[src/rtl/ram_bist_pkg.sv]
// Shared definitions for the RAM built-in self-test: FSM state encoding and pattern codes.
package ram_bist_pkg;

  typedef enum logic [2:0] {
    StIdle,
    StWrite,
    StRead,
    StDrain,
    StDone
  } state_e;

  localparam logic [1:0] PatAddr    = 2'b00;
  localparam logic [1:0] PatInvAddr = 2'b01;
  localparam logic [1:0] PatCheck   = 2'b10;
  localparam logic [1:0] PatOnes    = 2'b11;

endpackage

[src/rtl/ram_bist_pat.sv]
// Combinational test-pattern generator: expected RAM word for a given pattern code and address.
module ram_bist_pat
  import ram_bist_pkg::*;
#(
  parameter int unsigned AW = 4,
  parameter int unsigned DW = 4
) (
  input  logic [1:0]    i_pat,
  input  logic [AW-1:0] i_addr,
  output logic [DW-1:0] o_data
);

  logic [DW-1:0] w_addr_ext;
  logic [DW-1:0] w_check;

  // Address zero-extended or truncated to the data width.
  always_comb begin
    w_addr_ext = '0;
    for (int unsigned i = 0; i < DW; i++) begin
      if (i < AW) w_addr_ext[i] = i_addr[i];
    end
  end

  // Even addresses get ...0101, odd addresses get ...1010.
  always_comb begin
    w_check = '0;
    for (int unsigned i = 0; i < DW; i++) begin
      w_check[i] = ((i % 2) == 0) ? ~i_addr[0] : i_addr[0];
    end
  end

  always_comb begin
    o_data = '0;
    case (i_pat)
      PatAddr:    o_data = w_addr_ext;
      PatInvAddr: o_data = ~w_addr_ext;
      PatCheck:   o_data = w_check;
      PatOnes:    o_data = '1;
      default:    o_data = '0;
    endcase
  end

endmodule

[src/rtl/ram_bist.sv]
// RAM BIST controller: writes a pattern to every word, reads it back, and records
// the first failing address and the number of mismatching words.
module ram_bist
  import ram_bist_pkg::*;
#(
  parameter int unsigned AW     = 4,
  parameter int unsigned DW     = 4,
  parameter int unsigned RD_LAT = 1
) (
  input  logic          CLK,
  input  logic          RSTn,
  input  logic          START,
  input  logic [1:0]    PAT,
  output logic          WE,
  output logic [AW-1:0] A,
  output logic [DW-1:0] Di,
  input  logic [DW-1:0] Do,
  output logic          BUSY,
  output logic          DONE,
  output logic          FAIL,
  output logic [AW-1:0] FAIL_ADDR,
  output logic [AW:0]   ERR_CNT
);

  localparam logic [AW-1:0] ALast = '1;

  state_e        r_state;
  logic [1:0]    r_pat;
  logic          r_we;
  logic [AW-1:0] r_a;
  logic [DW-1:0] r_di;
  logic          r_busy;
  logic          r_done;
  logic          r_fail;
  logic [AW-1:0] r_fail_addr;
  logic [AW:0]   r_err_cnt;

  logic [1:0]    w_wr_pat;
  logic [AW-1:0] w_wr_addr;
  logic [DW-1:0] w_wr_data;
  logic          w_cmp_vld;
  logic [AW-1:0] w_cmp_addr;
  logic [DW-1:0] w_cmp_exp;
  logic          w_mismatch;

  // Write data is registered, so the pattern is computed for the address about to be issued.
  assign w_wr_pat  = (r_state == StWrite) ? r_pat : PAT;
  assign w_wr_addr = (r_state == StWrite) ? r_a + 1'b1 : '0;

  ram_bist_pat #(
    .AW(AW),
    .DW(DW)
  ) u_pat_wr (
    .i_pat (w_wr_pat),
    .i_addr(w_wr_addr),
    .o_data(w_wr_data)
  );

  generate
    if (RD_LAT == 0) begin : g_lat0
      assign w_cmp_vld  = (r_state == StRead);
      assign w_cmp_addr = r_a;
    end else begin : g_lat1
      logic          r_cmp_vld;
      logic [AW-1:0] r_cmp_addr;

      always_ff @(posedge CLK or negedge RSTn) begin
        if (!RSTn) begin
          r_cmp_vld  <= 1'b0;
          r_cmp_addr <= '0;
        end else begin
          r_cmp_vld  <= (r_state == StRead);
          r_cmp_addr <= r_a;
        end
      end

      assign w_cmp_vld  = r_cmp_vld;
      assign w_cmp_addr = r_cmp_addr;
    end
  endgenerate

  ram_bist_pat #(
    .AW(AW),
    .DW(DW)
  ) u_pat_cmp (
    .i_pat (r_pat),
    .i_addr(w_cmp_addr),
    .o_data(w_cmp_exp)
  );

  assign w_mismatch = w_cmp_vld && (Do != w_cmp_exp);

  always_ff @(posedge CLK or negedge RSTn) begin
    if (!RSTn) begin
      r_state     <= StIdle;
      r_pat       <= PatAddr;
      r_we        <= 1'b0;
      r_a         <= '0;
      r_di        <= '0;
      r_busy      <= 1'b0;
      r_done      <= 1'b0;
      r_fail      <= 1'b0;
      r_fail_addr <= '0;
      r_err_cnt   <= '0;
    end else begin
      case (r_state)
        StIdle, StDone: begin
          if (START) begin
            r_state     <= StWrite;
            r_pat       <= PAT;
            r_we        <= 1'b1;
            r_a         <= '0;
            r_di        <= w_wr_data;
            r_busy      <= 1'b1;
            r_done      <= 1'b0;
            r_fail      <= 1'b0;
            r_fail_addr <= '0;
            r_err_cnt   <= '0;
          end
        end
        StWrite: begin
          if (r_a == ALast) begin
            r_state <= StRead;
            r_we    <= 1'b0;
            r_a     <= '0;
            r_di    <= '0;
          end else begin
            r_a  <= r_a + 1'b1;
            r_di <= w_wr_data;
          end
        end
        StRead: begin
          if (r_a == ALast) begin
            r_a <= '0;
            if (RD_LAT == 0) begin
              r_state <= StDone;
              r_busy  <= 1'b0;
              r_done  <= 1'b1;
            end else begin
              r_state <= StDrain;
            end
          end else begin
            r_a <= r_a + 1'b1;
          end
        end
        StDrain: begin
          r_state <= StDone;
          r_busy  <= 1'b0;
          r_done  <= 1'b1;
        end
        default: r_state <= StIdle;
      endcase

      // Compares only occur in READ/DRAIN, never on a START-accept edge.
      if (w_mismatch) begin
        r_err_cnt <= r_err_cnt + 1'b1;
        if (!r_fail) begin
          r_fail      <= 1'b1;
          r_fail_addr <= w_cmp_addr;
        end
      end
    end
  end

  assign WE        = r_we;
  assign A         = r_a;
  assign Di        = r_di;
  assign BUSY      = r_busy;
  assign DONE      = r_done;
  assign FAIL      = r_fail;
  assign FAIL_ADDR = r_fail_addr;
  assign ERR_CNT   = r_err_cnt;

endmodule

[config.mk]
export PLATFORM = sky130hd
export DESIGN_NAME = ram_bist
export DESIGN_NICKNAME = d
export VERILOG_FILES = /design/src/rtl/ram_bist_pkg.sv /design/src/rtl/ram_bist_pat.sv /design/src/rtl/ram_bist.sv
export SDC_FILE = /design/constraint.sdc
export NUM_CORES = 1
export LEC_CHECK = 0
export CAP_MARGIN = 15
export CORE_MARGIN = 8
export CORE_UTILIZATION = 34
export CTS_BUF_LIST = sky130_fd_sc_hd__clkbuf_8
export DETAILED_ROUTE_END_ITERATION = 7
export PLACE_DENSITY = 0.66
export SYNTH_ARGS = -nofsm -noshare
export SYNTH_HDL_FRONTEND = slang
export SYNTH_HIERARCHICAL = 1
export SYNTH_SLANG_ARGS = --single-unit
export TNS_END_PERCENT = 100
[constraint.sdc]
create_clock -name CLK -period 4.2 [get_ports CLK]
set_input_delay 0.84 -clock CLK [delete_from_list [all_inputs] [get_ports CLK]]
set_output_delay 0.84 -clock CLK [all_outputs]
set_load 0.005 [all_outputs]
# --- Word level (Yosys, flattened, before mapping) ---
# Cells that the tools add are included.
totals:
  output_inout_bits: 21
  input_bits: 9
  ff_bits: 31
op_classes:
  mux: 31
  n_eq_ne: 15
  addsub: 2
  bitwise: 4
  n_reduce_logical: 18
op_table:
  columns: ["op", "n"]
  rows:
  - ["$mux 4", 9]
  - ["$pmux 4 s4", 2]
  - ["$pmux 4 s2", 2]
  - ["$mux 5", 3]
  - ["$pmux 3 s4", 1]
  - ["$reduce_and 2->1", 5]
  - ["$reduce_bool 2->1", 5]
  - ["$mux 3", 3]
  - ["$eq 2x2->1 const B", 4]
  - ["$not 4->4", 2]
  - ["$mux 1", 7]
  - ["$eq 3x2->1 const B", 2]
  - ["$pmux 1 s2", 3]
  - ["$reduce_and 3->1", 2]
  - ["$add 5x1->5 const B", 1]
  - ["$add 4x1->4 const B", 1]
  - ["$eq 2x1->1 const B", 2]
  - ["$eq 4x4->1 const B", 1]
  - ["$logic_not 2->1", 2]
  - ["$ne 2x1->1 const B", 2]
  - ["$ne 4x4->1", 1]
  - ["$reduce_or 2->1", 2]
  - ["$eq 3x1->1 const B", 1]
  - ["$eq 3x3->1 const B", 1]
  - ["5 further kinds", 6]

# --- Depth between registers and ports, before layout ---
depth:
  ltp_word: 6
  ltp_mapped: 10
  mapped_depth_nobuf: 8

# --- By module ---
# Netlist, hierarchy kept.
by_module_without_submodules:
  columns: ["module", "n_inst", "area_each_um2", "cells_per_inst"]
  rows:
  - ["ram_bist", 1, 1483.9, 142]
  - ["ram_bist_pat", 2, 90.1, 12]

# --- Least setup slack after synthesis ---
# No wires, ideal clock.
synth_timing:
  path_type: "register to register"
  start: "reg r_state[1]"
  end: "reg r_di[1], in the netlist Di[1]"
  slack_ns: 2.369
  path_stages_with_launch: 11
  arrival_ns: 1.702
  synth_period_minus_slack_ns: 1.831
  t_required_ns: 4.071
  path_cell_list: "dfrtp_1 > buf_6 > nand2b_1 > or2_2 > nand2_1 > nand2_1 > buf_6 > nor3b_1 > a21oi_1 > mux2i_1 > nor2_1"
synth_via:
  elab_chain_len: 6
  word_cells_on_any_way: 18
  classes_between: "6 x eq/ne; 6 x mux; 1 x bitwise; 5 x reduce/logical"
synth_lines:
  columns: ["item", "line", "rtl"]
  rows:
  - ["start: declaration", "ram_bist.sv:27", "state_e r_state;"]
  - ["start signal: assignment", "ram_bist.sv:95", "r_state <= StIdle;"]
  - ["start signal: assignment", "ram_bist.sv:109", "r_state <= StWrite;"]
  - ["start signal: assignment", "ram_bist.sv:123", "r_state <= StRead;"]
  - ["$eq 3x1->1 (*)", "ram_bist.sv:47", "assign w_wr_pat = (r_state == StWrite) ? r_pat : PAT;"]
  - ["$mux 2 (*)", "ram_bist.sv:47", null]
  - ["via w_wr_pat[0]", "ram_bist.sv:38", "logic [1:0] w_wr_pat;"]
  - ["$eq 2x2->1 (tied with other cells)", "ram_bist_pat.sv:34", "case (i_pat)"]
  - ["$pmux 4 s4 (*)", "ram_bist_pat.sv:34", null]
  - ["via w_wr_data[1]", "ram_bist.sv:40", "logic [DW-1:0] w_wr_data;"]
  - ["$mux 4 (on tied branches)", "ram_bist.sv:122, ram_bist.sv:108", null]
  - ["$pmux 4 s2 (*)", "ram_bist.sv:106", "case (r_state)"]
  - ["end signal: assignment", "ram_bist.sv:113", "r_di <= w_wr_data;"]
  - ["end signal: assignment", "ram_bist.sv:129", "r_di <= w_wr_data;"]
  - ["end: declaration", "ram_bist.sv:31", "logic [DW-1:0] r_di;"]
# Mark *: on every way through the listed nets, which the timed path passes. The rest lies on a longest branch. The select of a mux whose other input is x is not followed.
# A chain may end at the register's enable or synchronous reset.

# --- Final worst setup path ---
layout_timing:
  start: "in Do[1]"
  end: "reg r_fail_addr[3], in the netlist FAIL_ADDR[3]"
layout_via:
  elab_chain_len: 3
layout_lines:
  columns: ["item", "line", "rtl"]
  rows:
  - ["start: declaration", "ram_bist.sv:17", "input logic [DW-1:0] Do,"]
  - ["$ne 4x4->1", "ram_bist.sv:91", "assign w_mismatch = w_cmp_vld && (Do != w_cmp_exp);"]
  - ["$logic_and 1x1->1", "ram_bist.sv:91", null]
  - ["$mux 4", "ram_bist.sv:155", "if (w_mismatch) begin"]
  - ["end signal: assignment", "ram_bist.sv:159", "r_fail_addr <= w_cmp_addr;"]
  - ["end: declaration", "ram_bist.sv:35", "logic [AW-1:0] r_fail_addr;"]
# No other way between the ends.

==> results_dict.tcl <==
set metrics [dict create \
    antenna_found_initial 0 \
    drtIter0Drc 57 \
    crit_type "input pin to flop" \
    clock_path_buffers 2 \
    die_h_um 86.0 \
    endpoint_kind "flop" \
    initial_core_util_pct 35.2 \
    clk_pin_slew_ns 0.07 \
    cts_tree "built" \
    n_antenna_cell 0 \
    io_buffers 29 \
    wl_per_cell_um 12.7 \
    die-width_um 86.0 \
    placed_cells 254 \
    yosysWarnings 6 \
    power_density_mw_per_mm2 719 \
    drtPass1Iterations 4 \
    worstPathRequired_ns 4.40 \
    ant_nets 0 \
    setup_viol 0 \
    synth_area_mm2 0.00166 \
    finClkSkew_ns 0.00514 \
    grt_pass1_wl_mm 5.60 \
    final_cells 262 \
    peakVddDrop_v 0.000412 \
    numCtsBuffers 5 \
    syn_inst 166 \
    post_cts_buffers 0 \
    vias 1215 \
    cts.sinks 31 \
    slew_headroom_pct 44.8 \
    worstPathMaxFanout 11 \
    fin_setup_tns_ns 0 \
    p_total_mw 1.51 \
    hold_viol_final 0 \
    synth_fp_nets 177 \
    grt_max_degree 32 \
    htree_levels 2 \
    rows 25 \
    io_pins 30 \
    dpl_worst_slack_ns 1.35 \
    dpl.hpwl_mm 2.46 \
    fmax_mhz 392 \
    clock_latency_ns 0.28 \
    p_leak_nw 0.959 \
    slew_violations 0 \
    totalWireLength_mm 3.32 \
    synthToLayoutAreaGrowth_pct 26.1 \
    grt_overflow 0 \
    fin_nets 205 \
    worst_pin_slew_ns 0.819 \
    synth.avg_cell_area_um2 10.0 \
    grt_pass1_vias 1217 \
    ys_seq_area_share_pct 46.6 \
    drive_gt1_share_pct 9.74 \
    max-cap-violations 0 \
    setup_slack_ns 1.65 \
    synth.distinct_cells 35 \
    dieArea_mm2 0.00739 \
    ys_seq_elements 31 \
    route.detailed.drc 0 \
    hold_class "flop to flop" \
    gp_congestion 0.753 \
    grt.total_usage_pct 9.55 \
    cts_resized 0 \
    status "completed" \
    cts-root-buf "clkbuf_8" \
    rsz0062_at_grt "false" \
    core-area_mm2 0.00472 \
    period_share_pct 60.8 \
    vias_per_cell 4.64 \
    fin_crit_ns 2.55 \
    arrival_ns 2.76 \
    cts_hold_buffers 0 \
    hold_slack_ns 0.485 \
    critPathLaunchType "input pin" \
]
cells in the final DEF (no fill, tap or decap), types with 4 or more instances in the layout:
| master | count |
|---|---|
| nor2_1 | 13 |
| dfrtp_1 | 31 |
| xnor2_1 | 10 |
| mux2i_1 | 9 |
| inv_1 | 11 |
| a21boi_1 | 4 |
| nand2_1 | 16 |
| clkbuf_8 | 6 |
| o21ai_0 | 7 |
| clkdlybuf4s50_1 | 29 |
| a21oi_1 | 9 |
| nand3_1 | 9 |
| xor2_1 | 6 |
kinds of logic after synthesis:
kind of cell	share of synthesized area, %
AOI/OAI and AO/OA	12.8
xor gates and xnor gates	8.42
adders and majority gates	1.50
buffers and inverters	6.39
DFF	46.6
muxes	7.44
and+or+nand+nor	16.8
cell usage after synthesis (all sizes together):
library cell	number	share of area, %
a21o	1	0.45
o21ai	7	2.1
a21boi	5	2.3
a22o	2	1.1
inv	11	2.5
mux2	3	2.0
xor2	6	3.2
nand3b	2	0.90
and3	1	0.38
nor2	13	2.9
a21oi	10	3.7
clkbuf	1	0.23
ha	2	1.5
buf	8	3.7
nand2	16	3.6
nor2b	2	0.75
and2	1	0.38
a32o	1	0.60
nand2b	4	2.0
nand3	9	2.7
or2	3	1.1
a211oi	3	1.7
mux2i	9	5.4
o41ai	1	0.98
dfrtp	31	47
nor3b	4	2.1
xnor2	10	5.3
per-stage QoR:
stage	instance area, um^2	utilization [%]
3_3_place_gp	1980	41.9
6_report	2100	44.4
4_1_cts	2100	44.4
2_1_floorplan	1660	-
5_1_grt	2100	44.4
3_5_place_dp	1980	41.9
worst paths after layout:
path                                      start                              to  slack [ns]  cells past startpoint
max                                       Do[1]          FAIL_ADDR[3]$_DFF_PN0_        1.65                      5
min                            A[1]$_DFFE_PN0P_  g_lat1.r_cmp_addr[1]$_DFF_PN0_        0.48                      0
max reg2reg                r_pat[0]$_DFFE_PN0P_          FAIL_ADDR[3]$_DFF_PN0_        1.70                      6
min reg2reg                    A[1]$_DFFE_PN0P_  g_lat1.r_cmp_addr[1]$_DFF_PN0_        0.48                      0
max in group asynchronous                  RSTn                A[3]$_DFFE_PN0P_        2.95                      2
min in group asynchronous                  RSTn          FAIL_ADDR[2]$_DFF_PN0_        0.95                      2
flip-flops by register name, indices dropped and copies added, names as in the netlist:
| name | count |
|---|---|
| g_lat1.r_cmp_addr | 4 |
| DONE | 1 |
| A | 4 |
| r_pat | 2 |
| Di | 4 |
| BUSY | 1 |
| FAIL | 1 |
| g_lat1.r_cmp_vld | 1 |
| FAIL_ADDR | 4 |
| WE | 1 |
| ERR_CNT | 5 |
| r_state | 3 |
area by class of cell:
class | count | area [um^2]
Clock buffer | 6 | 82.6
Clock inverter | 2 | 35.0
Fill cell | 468 | 2630
Inverter | 11 | 41.3
Multi-Input combinational cell | 115 | 782
Sequential cell | 31 | 776
Tap cell | 67 | 83.8
Timing Repair Buffer | 30 | 298
per-layer routing:
layer,global-route usage [%],vias up,share of wire [%]
met5,0,-,0
met2,14.8,34,43
li1,-,609,-
met1,11.5,567,48
met4,3.34,0,0.81
met3,4.01,5,7.7
critical path, stage by stage:
cell and delay, ns:
clkdlybuf4s50_1 0.42, xor2_1 0.16, o41ai_2 0.79, or2_1 0.33, mux2i_1 0.21
power breakdown:
group	internal, mW	switching, mW	total, mW
Clock	0.192	0.108	0.300
Sequential	0.395	0.109	0.505
Combinational	0.380	0.324	0.704
Total	0.967	0.541	1.51
(Power assumes the default switching activity.)
